<file path="config.mk">
export PLATFORM = sky130hd
export DESIGN_NAME = controle_contador
export DESIGN_NICKNAME = d
export VERILOG_FILES = /design/src/rtl/controle_contador.sv
export SDC_FILE = /design/constraint.sdc
export NUM_CORES = 1
export LEC_CHECK = 0
export ABC_AREA = 1
export CORE_MARGIN = 3
export CORE_UTILIZATION = 35
export DETAILED_ROUTE_END_ITERATION = 7
export HOLD_SLACK_MARGIN = 0.06
export PLACE_DENSITY_LB_ADDON = 0.15
export SLEW_MARGIN = 20
export SYNTH_ARGS = -nofsm -noshare
export SYNTH_HDL_FRONTEND = slang
export SYNTH_SLANG_ARGS = --single-unit
</file>
<file path="constraint.sdc">
create_clock -name clk -period 1.39 [get_ports clk]
set_input_delay 0.278 -clock clk [delete_from_list [all_inputs] [get_ports clk]]
set_output_delay 0.278 -clock clk [all_outputs]
set_load 0.02 [all_outputs]
</file>
<file path="src/rtl/controle_contador.sv">
// Start/stop, single-step and direction controller driving a counter from three push buttons.
// Defining CONTROLE_DEBOUNCE_EN adds a DEB_CICLOS-cycle stability filter on every button.
module controle_contador #(
  parameter int unsigned LARG_DIV   = 16,
  parameter int unsigned DEB_CICLOS = 4
) (
  input  logic                clk,
  input  logic                reset,
  input  logic                btn_iniciar,
  input  logic                btn_passo,
  input  logic                btn_direcao,
  input  logic [LARG_DIV-1:0] divisor,
  output logic                passo,
  output logic                modo,
  output logic                rodando
);

  localparam int unsigned NBTN   = 3;
  // Edge detection stays blind until the synchronizers and filters hold real samples.
  localparam int unsigned WARM   = DEB_CICLOS + 3;
  localparam int unsigned WARM_W = $clog2(WARM + 1);

  typedef enum logic [1:0] {
    PARADO,
    RODANDO,
    PASSO_UNICO
  } estado_t;

  logic [NBTN-1:0]     btn;
  logic [NBTN-1:0]     sync1;
  logic [NBTN-1:0]     sync2;
  logic [NBTN-1:0]     filt;
  logic [NBTN-1:0]     prev;
  logic [NBTN-1:0]     ev;
  logic [WARM_W-1:0]   warm_cnt;
  logic                pronto;
  logic                ev_iniciar;
  logic                ev_passo;
  logic                ev_direcao;

  estado_t             estado;
  estado_t             estado_prox;
  logic [LARG_DIV-1:0] presc;
  logic [LARG_DIV-1:0] presc_prox;
  logic                passo_prox;

  assign btn = {btn_direcao, btn_passo, btn_iniciar};

  // Two-flop synchronizers for the asynchronous buttons.
  always_ff @(posedge clk or negedge reset) begin
    if (!reset) begin
      sync1 <= '0;
      sync2 <= '0;
    end else begin
      sync1 <= btn;
      sync2 <= sync1;
    end
  end

`ifdef CONTROLE_DEBOUNCE_EN
  localparam int unsigned DEB_W = (DEB_CICLOS > 1) ? $clog2(DEB_CICLOS) : 1;

  logic [DEB_W-1:0] deb_cnt [NBTN];

  // Filtered level follows the synchronized level only after DEB_CICLOS stable cycles.
  always_ff @(posedge clk or negedge reset) begin
    if (!reset) begin
      filt <= '0;
      for (int unsigned i = 0; i < NBTN; i++) begin
        deb_cnt[i] <= '0;
      end
    end else begin
      for (int unsigned i = 0; i < NBTN; i++) begin
        if (sync2[i] == filt[i]) begin
          deb_cnt[i] <= '0;
        end else if (deb_cnt[i] == DEB_W'(DEB_CICLOS - 1)) begin
          filt[i]    <= sync2[i];
          deb_cnt[i] <= '0;
        end else begin
          deb_cnt[i] <= deb_cnt[i] + DEB_W'(1);
        end
      end
    end
  end
`else
  assign filt = sync2;
`endif

  // Rising-edge detect; prev is held high during warm-up so a button held through reset is ignored.
  always_ff @(posedge clk or negedge reset) begin
    if (!reset) begin
      warm_cnt <= '0;
      pronto   <= 1'b0;
      prev     <= '1;
    end else begin
      prev <= pronto ? filt : '1;
      if (!pronto) begin
        if (warm_cnt == WARM_W'(WARM)) begin
          pronto <= 1'b1;
        end else begin
          warm_cnt <= warm_cnt + WARM_W'(1);
        end
      end
    end
  end

  assign ev         = filt & ~prev;
  assign ev_iniciar = ev[0];
  assign ev_passo   = ev[1];
  assign ev_direcao = ev[2];

  // State, prescaler and registered outputs.
  always_ff @(posedge clk or negedge reset) begin
    if (!reset) begin
      estado  <= PARADO;
      presc   <= '0;
      passo   <= 1'b0;
      rodando <= 1'b0;
      modo    <= 1'b1;
    end else begin
      estado  <= estado_prox;
      presc   <= presc_prox;
      passo   <= passo_prox;
      rodando <= (estado_prox == RODANDO);
      modo    <= modo ^ ev_direcao;
    end
  end

  // Next state; passo_prox is raised on the cycle that enters the step so passo
  // lines up with PASSO_UNICO or with the RODANDO cycle after terminal count.
  always_comb begin
    estado_prox = estado;
    presc_prox  = presc;
    passo_prox  = 1'b0;
    case (estado)
      PARADO: begin
        presc_prox = '0;
        if (ev_iniciar) begin
          estado_prox = RODANDO;
        end else if (ev_passo) begin
          estado_prox = PASSO_UNICO;
          passo_prox  = 1'b1;
        end
      end
      RODANDO: begin
        if (ev_iniciar) begin
          estado_prox = PARADO;
          presc_prox  = '0;
        end else if (presc >= divisor) begin
          passo_prox = 1'b1;
          presc_prox = '0;
        end else begin
          presc_prox = presc + LARG_DIV'(1);
        end
      end
      PASSO_UNICO: begin
        estado_prox = PARADO;
        presc_prox  = '0;
      end
      default: begin
        estado_prox = PARADO;
        presc_prox  = '0;
      end
    endcase
  end

endmodule

</file>
# == Word level (Yosys, flattened, before mapping) ==
# Cells that the tools add are included.
# word_totals
regBits,34
output_inout_bits,3
wordCells,38
# op_classes
add_sub_neg,2
n_lt_le_gt_ge,1
eq_ne,3
mux,15
bitwise,5
n_reduce_logical,2
# ops
cell,n
$mux 16,3
$add 16x1->16 const B,1
$ge 16x16->1,1
$mux 1,6
$mux 2,3
$eq 2x1->1 const B,2
$pmux 2 s2,1
$add 3x1->3 const B,1
$and 3x3->3,1
$eq 3x3->1 const B,1
$mux 3,1
$not 3->3,1
$logic_not 2->1,1
$not 1->1,2
$pmux 1 s2,1
$reduce_and 2->1,1
$xor 1x1->1,1

# == Longest topological paths before layout ==
# logic_depth
depth_word,6
ltp_mapped,13
depth_no_buf,13

# == Least setup slack after synthesis ==
# Ideal clock, no wire load.
# synth_timing
path_type,register to register
startpoint,register presc[5]
endpoint,register presc[13]
arrival_time_ns,1.378
required_time_ns,1.269
setup_slack_ns,-0.108
path_stages_with_launch,12
path_buffers,1
period_less_slack_ns,1.498
path_cell_list,dfrtp_1 -> ha_1 -> nand2_1 -> inv_1 -> nand2_1 -> nor2_1 -> nor2_1 -> nand2_1 -> nand2_2 -> nand3_4 -> buf_6 -> nor2_2
# synth_between
elab_chain_len,4
# synth_lines
element,line_no,text
from (decl),43,logic [LARG_DIV-1:0] presc;
from (signal assigned),122,presc <= presc_prox;
$add 16x1->16 or $ge 16x16->1 (tied branches),"153, 149",
$mux 16 *,149,end else if (presc >= divisor) begin
$mux 16 *,146,if (ev_iniciar) begin
$mux 16 *,135,case (estado)
via presc_prox[13],44,logic [LARG_DIV-1:0] presc_prox;
# Mark *: on every way through the listed nets, which the timed path passes. The rest lies on a longest branch.
# A chain may end at the register's enable or synchronous reset.

# == Final worst setup path ==
# layout_timing
startpoint,input port divisor[9]
endpoint,register presc[1]
# layout_between
elab_chain_len,4
# layout_lines
element,line_no,text
from (decl),12,"input logic [LARG_DIV-1:0] divisor,"
$ge 16x16->1,149,
$mux 16,149,
$mux 16,146,
$mux 16,135,
via presc_prox[1],44,
# The timed path passes the listed nets, and every way through them passes these cells.

==> results.md <==
* Status: complete, but fails checks
* Failing checks: setup timing
* Synth Area in Adders at 12.3%
* CTS Buffer Depth at 2
* Area share of and/or/nand/nor cells after synthesis at 26.1%
* Most common cell after layout, fill and taps aside: nand2_1
* Met1 Use GR at 16.9%
* Hold_buf cts at 0
* Flops & latches, synth at 34
* Final Worst Setup Slack at -0.190 ns
* Setup violators final at 17
* DR vias/cell at 4.30
* Worst R2R End: presc[1]
* Synthesized area at 1930 um^2
* Clock skew at 0.00239 ns
* Pin count of the biggest net entering global routing at 35
* Vias in the first global route at 1470
* Final net count at 312
* Critical R2R Launch: presc[15]
* Syn. warnings at 0
* Sequential-to-total area share from yosys stat at 44.3%
* Clk sink count at 34
* Layout area overhead at 45.0%
* RSZ-0062 raised after global routing: yes
* Lkg Pwr at 1.36 nW
* Synth area leader: dfrtp_1
* Number of flops mapped to enable cells by yosys at 0
* Largest cells by area after synthesis: dfrtp_1, ha_1, nand2_1
* Kind of critical path: in2reg
* # Max-Cap Violations at 0
* R2R depth at 6
* Hold Vio Cnt, Final at 0
* Final Instance Area at 2800 um^2
* First-pass GRT wire length at 6330 um
* Setup WS pre-CTS at -0.678 ns
* Hold Path Class: reg2reg
* Post-Route WL at 3690 um
* Mapped Nets at 257
* Setup crit start kind: primary input
* CTS Buf Count at 5
* Hold WS at 0.349 ns
* Layout cell share with drive strength beyond 1 at 37.0%
* Layer with the highest usage: met2
* Routed via count at 1476
* Multi-input logic area at 1140 um^2
* Final period util at 114%
* Total Routing Usage GR at 12.7%
* Critical path peak fanout at 8
* Sequential Area at 856 um^2
* Post-route DRC violation count at 0
* Ant diodes at 0
* Syn Area/Cell at 8.91 um^2
* Crit path capture: presc[1]
* FMAX at 633 MHz
* ANT nets after route at 0
* Largest family of logic cells by synthesized area: simple AND/OR/NAND/NOR gates
* Compound-Gate Fraction of Synth Area at 2.98%
* Mapped Cells at 217
* Slew margin rel. at 86.1%
* Worst skew pair latency at 0.28 ns
* Met3 global-route usage at 3.03%
* Pwr dens at 940 nW/um^2
* Top Ports at 24
* Yosys cell types at 24
* Clk slew on worst S/H paths at 0.07 ns
* Fill count at 475
* Die Wd at 80.3 um
* Drt pass-1 iters at 4
* Worst slew pin tran at 0.206 ns
* Async S/R FF share, synth at 100%
* Crit path DAT at 1.75 ns
* Worst Setup End Kind: register
* DRT iter0 DRCs at 38
* Most frequent cells in the layout: nand2_1, dfrtp_1, inv_1
* Critical path origin: divisor[9]
* Final Core Density at 53.5%
* Tmin final at 1.58 ns
* CP required at 1.56 ns
* Worst reg-to-reg setup slack at -0.14 ns
* Buffers on Ports at 23
* Mux cell area share after synthesis at 0%
* Die height at 80.3 um
* GPL Wtd Cong at 0.761
* Worst VDD drop at 0.680 mV
* Aggregate global routing overflow at 0
* Core ar. at 5240 um^2
* Routed length per instance at 10.7 um
* FP Rows at 26
* Synth top area share at 38.8%
* CTS Root Cell: clkbuf_8
* Dpl hpwl at 2560 um
* Predominant post-synthesis flop cell: dfrtp_1
* Total die area at 6450 um^2
* Hold path depth at 0
* Initial antenna violation count at 0
* Setup TNS at -2.51 ns
* Met2 global-route usage at 20.1%
* Placed inst area at 2420 um^2
* Initial Utilization at 36.9%
* Final slew viol count at 0
* CTS tree: built
* CTS HTree Levels at 2
* Xor-xnor portion of the synthesized cell area at 6.34%
per-stage QoR:
| step | total power [mW] | std cells |
|---|---|---|
| 2_1_floorplan | 1.30 | 217 |
| 4_1_cts | 2.65 | 342 |
| 3_5_place_dp | 1.50 | 332 |
| 3_3_place_gp | 1.50 | 332 |
| 5_1_grt | 2.77 | 343 |
| 6_report | 2.63 | 343 |
logic make-up after synthesis:
family | count (synthesis)
DFF | 34
and+or+nand+nor | 102
buffers and inverters | 39
adders and majority gates | 19
AOI/OAI and AO/OA | 9
xor gates and xnor gates | 14
report_power, final:
group	internal (mW)	leakage (nW)	switching [mW]	total (mW)
combinational	0.202	0.870	0.225	0.427
sequential	1.06	0.422	0.0271	1.09
clock	0.765	0.0714	0.357	1.12
sequential cells by signal, summed over array words and instances (netlist names):
register / flops
estado: 2
filt: 3
modo: 1
passo: 1
presc: 16
prev: 3
pronto: 1
rodando: 1
sync1: 3
warm_cnt: 3
synth_stat cells, types with 2 or more instances:
library cell / instances
nand4_1: 5
a21oi_1: 6
nand3_1: 4
xor2_1: 12
inv_1: 35
ha_1: 19
nor3_1: 2
dfstp_2: 4
inv_2: 3
nor2_2: 12
xnor2_1: 2
o21bai_2: 2
nor2_1: 21
nand3_2: 3
nand2_1: 46
nand2_2: 4
dfrtp_1: 30
critical path, cell delays in order:
cell	delay, ns
clkdlybuf4s50_1	0.45
inv_1	0.06
ha_4	0.26
nand2_1	0.04
nand2_1	0.07
nand3_2	0.07
a21oi_2	0.20
nor2_4	0.07
nand3_4	0.17
nor2_1	0.06
cell type report:
class,instances,share of cell area [%]
multi-input combinational,145,40.5
sequential,34,30.5
timing repair buffer,48,15.6
inverter,38,5.09
clock inverter,2,2.14
clock buffer,6,2.95
tap,70,3.12
timing repair:
action | 4_1_cts | 5_1_grt
buffers inserted | 1 | 1
setup endpoints to repair | 20 | 17
pin swaps | 22 | 26
gates cloned | 1 | 0
resized for setup | 15 | 36
per-layer routing:
layer  vias up  routed length, um
li1        781                  -
met1       672               1840
met2        19               1690
met3         4                117
met4         0                 41
met5         -                  0
worst min path at each step:
stage                     startpoint         to
after floorplan                reset  estado[0]
after global placement      sync1[2]    filt[2]
after detailed placement    sync1[2]    filt[2]
after CTS                   sync1[2]    filt[2]
after global routing           reset      passo
final                       sync1[2]    filt[2]
No activity file was read; power rests on OpenSTA's default activity.
